<file path="config.mk">
export PLATFORM = sky130hd
export DESIGN_NAME = bias_add_stream
export DESIGN_NICKNAME = d
export VERILOG_FILES = /design/src/rtl/bias_add_stream_pkg.sv /design/src/rtl/bias_add_stream_out_reg_stage.sv /design/src/rtl/bias_add_stream.sv
export SDC_FILE = /design/constraint.sdc
export NUM_CORES = 1
export LEC_CHECK = 0
export BUFFER_PORTS_ARGS = -buffer_cell sky130_fd_sc_hd__buf_4
export CAP_MARGIN = 20
export CORE_MARGIN = 3
export CORE_UTILIZATION = 30
export CTS_CLUSTER_DIAMETER = 50
export DETAILED_ROUTE_END_ITERATION = 6
export PLACE_DENSITY = 0.46
export REMOVE_ABC_BUFFERS = 1
export SLEW_MARGIN = 20
export SYNTH_ARGS = -nofsm -noshare
export SYNTH_HDL_FRONTEND = slang
export SYNTH_SLANG_ARGS = --single-unit
</file>
<file path="constraint.sdc">
create_clock -name ap_clk -period 6.5 [get_ports ap_clk]
set_clock_uncertainty 0.2 [all_clocks]
set_input_delay 0 -clock ap_clk [delete_from_list [all_inputs] [get_ports ap_clk]]
set_output_delay 0 -clock ap_clk [all_outputs]
set_load 0.02 [all_outputs]
</file>
<file path="src/rtl/bias_add_stream_pkg.sv">
// -----------------------------------------------------------------------------
// bias_add_stream_pkg
//   Shared definitions for the bias-add stream consumer:
//     - state encoding for the LOAD / RUN frame phases
//     - counter width helper (clog2 with a floor of one bit)
//     - signed saturation limits for an arbitrary result width
//   No ports; imported by the other files of this block.
// -----------------------------------------------------------------------------
package bias_add_stream_pkg;

    typedef logic [0:0] state_t;

    localparam state_t ST_LOAD = 1'b0;  // popping bias coefficients into the bank
    localparam state_t ST_RUN  = 1'b1;  // streaming accumulator words through the adder

    // Counter width able to hold 0..n-1; a single-entry count still needs one bit.
    function automatic int cnt_width(input int n);
        return (n > 1) ? $clog2(n) : 1;
    endfunction

    // Largest value representable in a signed w-bit word, as a 64-bit signed value.
    function automatic logic signed [63:0] sat_max(input int w);
        return (64'sd1 <<< (w - 1)) - 64'sd1;
    endfunction

    // Smallest value representable in a signed w-bit word, as a 64-bit signed value.
    function automatic logic signed [63:0] sat_min(input int w);
        return -(64'sd1 <<< (w - 1));
    endfunction

endpackage

</file>
<file path="src/rtl/bias_add_stream_out_reg_stage.sv">
// -----------------------------------------------------------------------------
// bias_add_stream_out_reg_stage
//   Single-entry output register in front of an ap_fifo-style write port.
//   The word is held unchanged while the downstream FIFO is full, and a new
//   word may be loaded in the same cycle the current one drains.
//
//   Ports:
//     clk_i     in   clock, rising edge
//     rst_n_i   in   asynchronous active-low reset
//     load_i    in   capture data_i this cycle (only when ready_o=1)
//     data_i    in   word to capture
//     full_n_i  in   downstream FIFO not full
//     ready_o   out  register is empty or draining this cycle
//     valid_o   out  register holds a word (drives the FIFO write strobe)
//     data_o    out  held word (drives the FIFO data)
// -----------------------------------------------------------------------------
module bias_add_stream_out_reg_stage
    import bias_add_stream_pkg::*;
#(
    parameter int WIDTH = 32
) (
    input  logic             clk_i,
    input  logic             rst_n_i,
    input  logic             load_i,
    input  logic [WIDTH-1:0] data_i,
    input  logic             full_n_i,
    output logic             ready_o,
    output logic             valid_o,
    output logic [WIDTH-1:0] data_o
);

    logic             valid_q, valid_d;
    logic [WIDTH-1:0] data_q,  data_d;

    assign ready_o = !valid_q || full_n_i;
    assign valid_o = valid_q;
    assign data_o  = data_q;

    always_comb begin
        valid_d = valid_q;
        data_d  = data_q;
        if (load_i) begin
            valid_d = 1'b1;
            data_d  = data_i;
        end else if (valid_q && full_n_i) begin
            // Drained with nothing to refill; data is left as-is.
            valid_d = 1'b0;
        end
    end

    always_ff @(posedge clk_i or negedge rst_n_i) begin
        if (!rst_n_i) begin
            valid_q <= 1'b0;
            data_q  <= '0;
        end else begin
            valid_q <= valid_d;
            data_q  <= data_d;
        end
    end

endmodule

</file>
<file path="src/rtl/bias_add_stream.sv">
// -----------------------------------------------------------------------------
// bias_add_stream
//   Consumer end of the bias coefficient stream. Each frame first pops KERN_S
//   bias words into a local bank (LOAD), then streams PIXELS*KERN_S
//   channel-interleaved accumulator words, adds the channel's bias with signed
//   saturation and pushes the results downstream (RUN).
//
//   Ports:
//     ap_clk           in   clock, rising edge
//     ap_rst_n         in   asynchronous active-low reset
//     bias_V_dout      in   bias word at FIFO head
//     bias_V_empty_n   in   bias FIFO non-empty
//     bias_V_read      out  pop bias FIFO
//     acc_V_dout       in   accumulator word at FIFO head
//     acc_V_empty_n    in   accumulator FIFO non-empty
//     acc_V_read       out  pop accumulator FIFO
//     output_V_din     out  biased, saturated result
//     output_V_full_n  in   downstream FIFO not full
//     output_V_write   out  push result
//     frame_done       out  one-cycle pulse after the last accumulator pop
// -----------------------------------------------------------------------------
module bias_add_stream
    import bias_add_stream_pkg::*;
#(
    parameter int KERN_S      = 16,
    parameter int PIXELS      = 64,
    parameter int COEFF_WIDTH = 16,
    parameter int ACC_WIDTH   = 32,
    parameter int OUT_WIDTH   = 32
) (
    input  logic                   ap_clk,
    input  logic                   ap_rst_n,
    input  logic [COEFF_WIDTH-1:0] bias_V_dout,
    input  logic                   bias_V_empty_n,
    output logic                   bias_V_read,
    input  logic [ACC_WIDTH-1:0]   acc_V_dout,
    input  logic                   acc_V_empty_n,
    output logic                   acc_V_read,
    output logic [OUT_WIDTH-1:0]   output_V_din,
    input  logic                   output_V_full_n,
    output logic                   output_V_write,
    output logic                   frame_done
);

    localparam int KW = cnt_width(KERN_S);
    localparam int PW = cnt_width(PIXELS);
    localparam int SW = ACC_WIDTH + 1;  // sum width: one guard bit above the accumulator

    localparam logic [KW-1:0] K_LAST = KW'(KERN_S - 1);
    localparam logic [PW-1:0] P_LAST = PW'(PIXELS - 1);

    localparam logic signed [63:0]   MAX64   = sat_max(OUT_WIDTH);
    localparam logic signed [63:0]   MIN64   = sat_min(OUT_WIDTH);
    localparam logic signed [SW-1:0] OUT_MAX = MAX64[SW-1:0];
    localparam logic signed [SW-1:0] OUT_MIN = MIN64[SW-1:0];

    state_t          state_q, state_d;
    logic [KW-1:0]   bidx_q,  bidx_d;
    logic [KW-1:0]   ch_q,    ch_d;
    logic [PW-1:0]   pix_q,   pix_d;
    logic            frame_done_q, frame_done_d;

    logic [COEFF_WIDTH-1:0] bank_q [KERN_S];

    logic                   stage_ready;
    logic [COEFF_WIDTH-1:0] bias_word;
    logic signed [SW-1:0]   acc_ext;
    logic signed [SW-1:0]   bias_ext;
    logic signed [SW-1:0]   sum;
    logic [OUT_WIDTH-1:0]   sat_result;

    // Each FIFO is only popped in its own phase; the other stream's words wait.
    assign bias_V_read = (state_q == ST_LOAD) && bias_V_empty_n;
    assign acc_V_read  = (state_q == ST_RUN) && acc_V_empty_n && stage_ready;
    assign frame_done  = frame_done_q;

    assign bias_word = bank_q[ch_q];
    assign acc_ext   = {acc_V_dout[ACC_WIDTH-1], acc_V_dout};
    assign bias_ext  = {{(SW - COEFF_WIDTH){bias_word[COEFF_WIDTH-1]}}, bias_word};
    assign sum       = acc_ext + bias_ext;

    always_comb begin
        sat_result = sum[OUT_WIDTH-1:0];
        if (sum > OUT_MAX) begin
            sat_result = OUT_MAX[OUT_WIDTH-1:0];
        end else if (sum < OUT_MIN) begin
            sat_result = OUT_MIN[OUT_WIDTH-1:0];
        end
    end

    always_comb begin
        state_d      = state_q;
        bidx_d       = bidx_q;
        ch_d         = ch_q;
        pix_d        = pix_q;
        frame_done_d = 1'b0;

        if (bias_V_read) begin
            if (bidx_q == K_LAST) begin
                bidx_d  = '0;
                state_d = ST_RUN;
            end else begin
                bidx_d = bidx_q + 1'b1;
            end
        end

        if (acc_V_read) begin
            if (ch_q == K_LAST) begin
                ch_d = '0;
                if (pix_q == P_LAST) begin
                    pix_d        = '0;
                    state_d      = ST_LOAD;
                    frame_done_d = 1'b1;
                end else begin
                    pix_d = pix_q + 1'b1;
                end
            end else begin
                ch_d = ch_q + 1'b1;
            end
        end
    end

    always_ff @(posedge ap_clk or negedge ap_rst_n) begin
        if (!ap_rst_n) begin
            state_q      <= ST_LOAD;
            bidx_q       <= '0;
            ch_q         <= '0;
            pix_q        <= '0;
            frame_done_q <= 1'b0;
        end else begin
            state_q      <= state_d;
            bidx_q       <= bidx_d;
            ch_q         <= ch_d;
            pix_q        <= pix_d;
            frame_done_q <= frame_done_d;
        end
    end

    // Bank contents need no reset: every frame rewrites all entries before RUN.
    always_ff @(posedge ap_clk) begin
        if (bias_V_read) begin
            bank_q[bidx_q] <= bias_V_dout;
        end
    end

    bias_add_stream_out_reg_stage #(
        .WIDTH (OUT_WIDTH)
    ) u_out_reg (
        .clk_i    (ap_clk),
        .rst_n_i  (ap_rst_n),
        .load_i   (acc_V_read),
        .data_i   (sat_result),
        .full_n_i (output_V_full_n),
        .ready_o  (stage_ready),
        .valid_o  (output_V_write),
        .data_o   (output_V_din)
    );

endmodule

</file>
==> summary.txt, run 1 <==
Run status
  – Status: finished, final reports clean

Logic synthesis
  – Compound-Gate Fraction of Synth Area: 0.07202
  – Post-Syn Area: 13,550 sq um
  – Synth Area in XOR/XNOR: 0.01939
  – Post-synth top cells: edfxtp_1, mux4_2, nand2_1
  – Seq/Total Area, Yosys: 0.6577
  – Seq cells post-synth: 305
  – Synth area leaders: edfxtp_1, mux4_2, dfrtp_1, ha_1, nand2_1
  – Syn Inst Count: 853
  – Synth Flop Type: edfxtp_1
  – Async S/R FF share, synth: 0.1607
  – Post-Synth Simple-Gate Area: 0.06020
  – Synth warn: 0
  – Syn_area_per_cell: 15.89 sq um
  – Library cells used by synthesis: 56
  – Synth area leader: edfxtp_1
  – Largest family of logic cells by synthesized area: multiplexers
  – Count leader, synth: edfxtp_1
  – Share of the synthesized area in the top cell type: 0.5673
  – Adder and majority gate portion of the synthesized area: 0.03804
  – Mux cell area share after synthesis: 0.1362
  – EDFF count, synth: 256

Job
  – Number of max-cap violations: 0

Layout
  – Area occupied by multi-input gates: 4527 sq um
  – Final #Nets: 1,108
  – Share of layout cells above drive strength 1: 0.2699
  – FF/Latch Area: 8919 sq um
  – Fillers: 4,202
  – Ant diodes: 0
  – Fin util: 0.3796
  – Final non-filler cell total: 1,637
  – Area grow syn2layout: 24.40%

Routing
  – DRT Wirelength: 34.90 mm
  – Drt wl/cell: 21.32 um
  – DR vias/cell: 4.842
  – DRC: 0
  – Detailed-route via count: 7,927
  – Remaining antenna violation count: 0
  – 1st-iter DRT viols: 442
  – Count of TritonRoute iterations in the first routing pass: 5

Timing
  – Final period utilization: 0.8095
  – Tmin final: 5.262 ns
  – WHS: 0.04128 ns
  – Max-slew violations: 0
  – Setup violations, final: 0
  – Setup TNS Final: 0 ns
  – RSZ-0062 raised after global routing: no
  – Worst slew margin: 0.3920
  – Achievable Freq: 190.1 MHz
  – Slew @ Worst Pin: 0.9110 ns
  – Final hold vios: 0
  – Setup ws final: 1.238 ns

GRT
  – Grt met1 use: 0.1947
  – Vias in the first global route: 8,337
  – Total track usage: 0.1493
  – Met2 GRT Util: 0.2549
  – First-pass GRT wire length: 52.87 mm
  – Grt ovf: 0
  – Pin count of the biggest net entering global routing: 50
  – Initial antenna violation count: 1
  – Met3 Resource Use GR: 0.03115
  – GR peak layer: met2

Setup path
  – Launch point of the worst path: ch_q[0]
  – Crit. End Element: flip-flop
  – Crit path kind: reg -> reg
  – Crit Path Max Fanout: 28
  – Crit Reg-Reg Startpoint: ch_q[0]
  – Reg2Reg Setup Slack: 1.24 ns
  – Worst Path Arrival: 5.47 ns
  – Critical Path RT: 6.71 ns
  – Cells on worst reg2reg path: 16
  – FF-to-FF End: u_out_reg.data_o[7]
  – Worst setup SP type: flip-flop

Placed design
  – I/O Buffers: 88
  – Post-Place Worst Slack: 1.144 ns
  – HPWL after detailed placement: 22.08 mm
  – Placed insts: 1,513
  – Final Wtd Congestion: 0.7697

Min path
  – HP Start: acc_V_dout[31]
  – Hold Crit Depth: 6
  – Worst min-delay path class: in -> reg
  – Worst hold endpoint: u_out_reg.data_o[27]

Pwr
  – Maximum vdd drop: 0.2037 mV
  – Pleak: 5.937 nW
  – Power Dens Cells: 487.9 nW/um^2

Floorplanning
  – Die width: 218.5 um
  – Ports: 89
  – Core Footprint: 44,410 sq um
  – Row cnt: 77
  – Initial Util: 0.3051
  – Die Footprint: 47,760 sq um
  – Die height: 218.5 um

CTS
  – Clock transition at the registers of the reported paths: 0.05 ns
  – Post-cts sizing count: 0
  – CTS buffer count: 41
  – Root buffer cell: clkbuf_16
  – Clk Latency, worst-skew pair: 0.55 ns
  – Clock buffer depth: 3
  – # H-tree levels: 2
  – CTS sink count: 305
  – TritonCTS clock tree: done
[worst max-delay path by stage]
stage                           end  slack, ns  depth (start not counted)
5_1_grt         u_out_reg.data_o[7]       0.70                         14
3_5_place_dp   u_out_reg.data_o[17]       1.14                         14
6_report        u_out_reg.data_o[7]       1.24                         16
4_1_cts         u_out_reg.data_o[7]       1.11                         14
3_3_place_gp   u_out_reg.data_o[21]       1.19                         14
2_1_floorplan  u_out_reg.data_o[17]      -0.61                         12
[worst max-delay path, stage by stage, from the launching register on]
cell and delay, ns:
dfrtp_4 0.80, buf_12 0.30, mux4_2 0.52, mux4_2 0.53
ha_1 0.22, inv_1 0.07, fa_1 0.19, nand2b_1 0.17
a21o_1 0.18, a21oi_1 0.09, o21ai_0 0.27, a31oi_2 0.19
a31oi_1 0.37, nor3_1 0.10, a21oi_2 0.46, buf_4 0.32
o21ai_0 0.12
[cells by family (layout without fill, tap and decap cells)]
kind of cell | Yosys count | after routing
xor+xnor | 30 | 30
simple gates | 188 | 188
compound gates | 155 | 155
buf+inv | 50 | 242
mux | 84 | 84
flops | 305 | 305
fa+ha+maj | 41 | 41
[layout by cell type (no fill, tap or decap), types with 7 or more instances in the layout]
master / count
nand3_1: 8
xnor2_1: 20
nor2_1: 53
clkinv_1: 9
ha_1: 38
inv_1: 11
edfxtp_1: 256
nand4_1: 7
a31oi_1: 7
xor2_1: 10
o21ai_0: 44
a21oi_1: 41
clkbuf_16: 42
nor2_4: 10
dlygate4sd3_1: 51
nand2b_1: 10
nand2_1: 73
o21a_1: 7
a21o_1: 12
dfrtp_1: 47
buf_4: 104
clkinv_2: 7
mux4_2: 80
o21ai_1: 14
[registers in the layout (all words and copies together) (netlist names)]
signal	cells
bank_q	256
u_out_reg.data_o	32
pix_q	6
bidx_q	4
ch_q	4
frame_done	1
state_q	1
u_out_reg.valid_o	1
[report_power, final]
group / switching, mW / internal, mW / leakage, nW
clock network: 0.855 / 1.27 / 0.630
registers: 0.196 / 2.37 / 2.92
logic: 2.00 / 1.54 / 2.38
[final cells by class]
cell class / instances / share of cell area
multi-input combinational: 498 / 0.2685
tap: 592 / 0.04394
timing repair buffer: 157 / 0.07941
inverter: 13 / 0.002894
clock buffer: 46 / 0.06323
sequential: 305 / 0.5290
clock inverter: 26 / 0.01299
[through the flow]
stage                     area [sq um]  power (mW)
after floorplan                  13380       5.024
after global routing             16860       8.813
after CTS                        16860       8.355
after global placement           15040       6.118
final                            16860       8.225
after detailed placement         15040       6.126
[layer usage]
layer | part of all wire | vias to the layer above
li1 | - | 3676
met1 | 0.43 | 4035
met2 | 0.50 | 156
met3 | 0.048 | 60
met4 | 0.021 | 0
met5 | 0 | -
[what timing repair did]
item	4_1_cts	5_1_grt
endpoints found under the hold margin	336	0
hold buffers	52	0
setup buffers	0	0
Power figures use the tool's default switching activity.
==> inputs of run 2 (changes only) <==
==> constraint.sdc (replaced) <==
create_clock -name ap_clk -period 4.9 [get_ports ap_clk]
set_clock_uncertainty 0.2 [all_clocks]
set_input_delay 0 -clock ap_clk [delete_from_list [all_inputs] [get_ports ap_clk]]
set_output_delay 0 -clock ap_clk [all_outputs]
set_load 0.02 [all_outputs]
==> summary.txt, run 2 (synthesis results as in run 1) <==
GRT
  – Met2 GRT Util: 0.2491 (-0.005766)
  – Grt ovf: 0 (unchanged)
  – Pin count of the biggest net entering global routing: 50 (unchanged)
  – Initial antenna violation count: 1 (unchanged)
  – Vias in the first global route: 8,324 (-0.16%)
  – Total track usage: 0.1462 (-0.003121)
  – Grt met1 use: 0.1951 (+0.0004196)
  – First-pass GRT wire length: 52.34 mm (-1.0%)
  – GR peak layer: met2
  – Met3 Resource Use GR: 0.02544 (-0.005701)

Timing
  – Tmin final: 4.621 ns (-0.6407 ns)
  – Worst slew margin: 0.4294 (+0.03746)
  – Final period utilization: 0.9430 (+0.1336)
  – Achievable Freq: 216.4 MHz (+14%)
  – Setup violations, final: 0 (unchanged)
  – Max-slew violations: 0 (unchanged)
  – Final hold vios: 0 (unchanged)
  – WHS: 0.02397 ns (-0.01731 ns)
  – RSZ-0062 raised after global routing: no
  – Slew @ Worst Pin: 0.8549 ns (-0.05606 ns)

Placed design
  – Final Wtd Congestion: 0.7923 (+2.9%)
  – HPWL after detailed placement: 22.11 mm (+0.11%)
  – I/O Buffers: 88 (unchanged)

Routing
  – Remaining antenna violation count: 0 (unchanged)
  – Drt wl/cell: 20.78 um (-2.6%)
  – DR vias/cell: 4.786 (-1.2%)
  – Count of TritonRoute iterations in the first routing pass: 4 (-1)
  – DRC: 0 (unchanged)
  – Detailed-route via count: 7,935 (+0.10%)
  – 1st-iter DRT viols: 637 (+44%)
  – DRT Wirelength: 34.45 mm (-1.3%)

Setup path
  – Worst Path Arrival: 4.86 ns (-0.61 ns)
  – Critical Path RT: 5.14 ns (-1.57 ns)
  – Crit-path cells: buf_12 -> mux4_2 -> mux4_2 -> ha_1 -> nand3_1 -> o21bai_1 -> a21oi_1 -> o21ai_0 -> a31oi_2 -> a31oi_1 -> or2_2 -> maj3_1 -> o21ai_1
  – Crit. End Element: flip-flop
  – Worst setup SP type: flip-flop
  – Crit Path Max Fanout: 25 (-11%)
  – Most used cell, CP: mux4_2
  – Crit path kind: reg -> reg
  – Crit path largest cell delay: 0.58 ns (-0.22 ns)
  – Crit path max-delay cell type: dfrtp_4

Floorplanning
  – Initial Util: 0.3051 (unchanged)
  – Die height: 218.5 um (unchanged)
  – Row cnt: 77 (unchanged)
  – Die Footprint: 47,760 sq um (unchanged)
  – Core Footprint: 44,410 sq um (unchanged)
  – Ports: 89 (unchanged)
  – Die width: 218.5 um (unchanged)

CTS
  – Root buffer cell: clkbuf_16
  – CTS buffer count: 38 (-7.3%)
  – Clock transition at the registers of the reported paths: 0.05 ns (about the same)
  – # H-tree levels: 2 (unchanged)
  – Clock buffer depth: 3 (unchanged)
  – TritonCTS clock tree: done
  – CTS sink count: 305 (unchanged)
  – Clk Latency, worst-skew pair: 0.53 ns (-0.02 ns)

Layout
  – Fin util: 0.3814 (+0.001803)
  – Largest Register: bank_q
  – Final #Nets: 1,130 (+2.0%)
  – Most common cell after layout, fill and taps aside: edfxtp_1
  – Share of layout cells above drive strength 1: 0.2817 (+0.01183)
  – Area grow syn2layout: 24.99%
  – Max reg flops: 256 (unchanged)
  – Most frequent cells in the layout: edfxtp_1, buf_4, mux4_2

Pwr
  – P_sw: 3.957 mW (+30%)
  – Power Dens Cells: 638.6 nW/um^2 (+31%)
  – Reg power frac: 0.311 (about the same)
  – Comb pwr share: 0.452 (+0.022)
  – Switching fraction of total power: 0.3658 (-0.005020)
  – Pleak: 6.014 nW (+1.3%)
  – Internal power: 6.860 mW (+33%)
  – Maximum vdd drop: 0.2960 mV (+45%)
  – Power share of the clock group: 0.237 (-0.021)

Run status
  – Status: finished, final reports clean

Min path
  – Worst min-delay path class: in -> reg

Job
  – Number of max-cap violations: 0 (unchanged)
[run 2: power by group through the flow]
stage	registers, mW	logic [mW]	clock network, mW
CTS	3.38	4.92	2.64
finish	3.37	4.89	2.56
detailed placement	3.44	4.80	0
global placement	3.43	4.81	0
floorplan	3.67	3.00	0
global route	3.41	5.42	2.74
[run 2: routing by layer]
| metal | vias to the layer above | wire [um] |
|---|---|---|
| met2 | 157 | 16760 |
| li1 | 3724 | - |
| met4 | 0 | 634 |
| met3 | 43 | 1483 |
| met5 | - | 0 |
| met1 | 4011 | 15570 |
[run 2: repair_timing]
action                                  in CTS  in global routing
hold buffers                                52                  0
resized for setup                            0                  1
buffers inserted                             0                  5
endpoints found under the setup margin       0                 30
endpoints found under the hold margin      344                  0
[run 2: cell type report]
| class | count | area (sq um) |
|---|---|---|
| Antenna cell | 1 | 2.502 |
| Clock buffer | 47 | 1026 |
| Clock inverter | 20 | 120.1 |
| Fill cell | 4167 | 27480 |
| Inverter | 13 | 48.80 |
| Multi-Input combinational cell | 498 | 4502 |
| Sequential cell | 305 | 8919 |
| Tap cell | 592 | 740.7 |
| Timing Repair Buffer | 182 | 1580 |
[run 2: worst max-delay path: cells and delay by family, from the launching register on]
kind | cells | cell delay, ns
buffers and inverters | 1 | 0.28
flip-flops | 1 | 0.58
AO/OA/AOI/OAI | 6 | 1.11
adder cells (fa/ha/maj) | 2 | 0.75
multiplexers | 2 | 1.08
AND/OR/NAND/NOR | 2 | 0.51
[run 2: final timing paths]
check	startpoint	endpoint	slack (ns)	cells past startpoint
worst max-delay path	ch_q[0]	u_out_reg.data_o[4]	0.28	13
worst min-delay path	acc_V_dout[3]	u_out_reg.data_o[3]	0.02	5
worst max register to register	ch_q[0]	u_out_reg.data_o[4]	0.28	13
worst min register to register	u_out_reg.data_o[18]	u_out_reg.data_o[18]	0.27	2
max in group asynchronous	ap_rst_n	ch_q[0]	3.90	4
min in group asynchronous	ap_rst_n	u_out_reg.data_o[26]	0.35	4
[run 2: through the flow]
stage	worst slack, ns	std cells	power [mW]	cell area, sq um	TNS, ns
floorplan	-2.211	816	6.665	13380	-67.30
global placement	0.2007	1533	8.239	15210	0
detailed placement	0.1751	1533	8.239	15210	0
CTS	0.1471	1652	10.94	16900	0
global route	0.02795	1657	11.57	16940	0
finish	0.2791	1658	10.82	16940	0
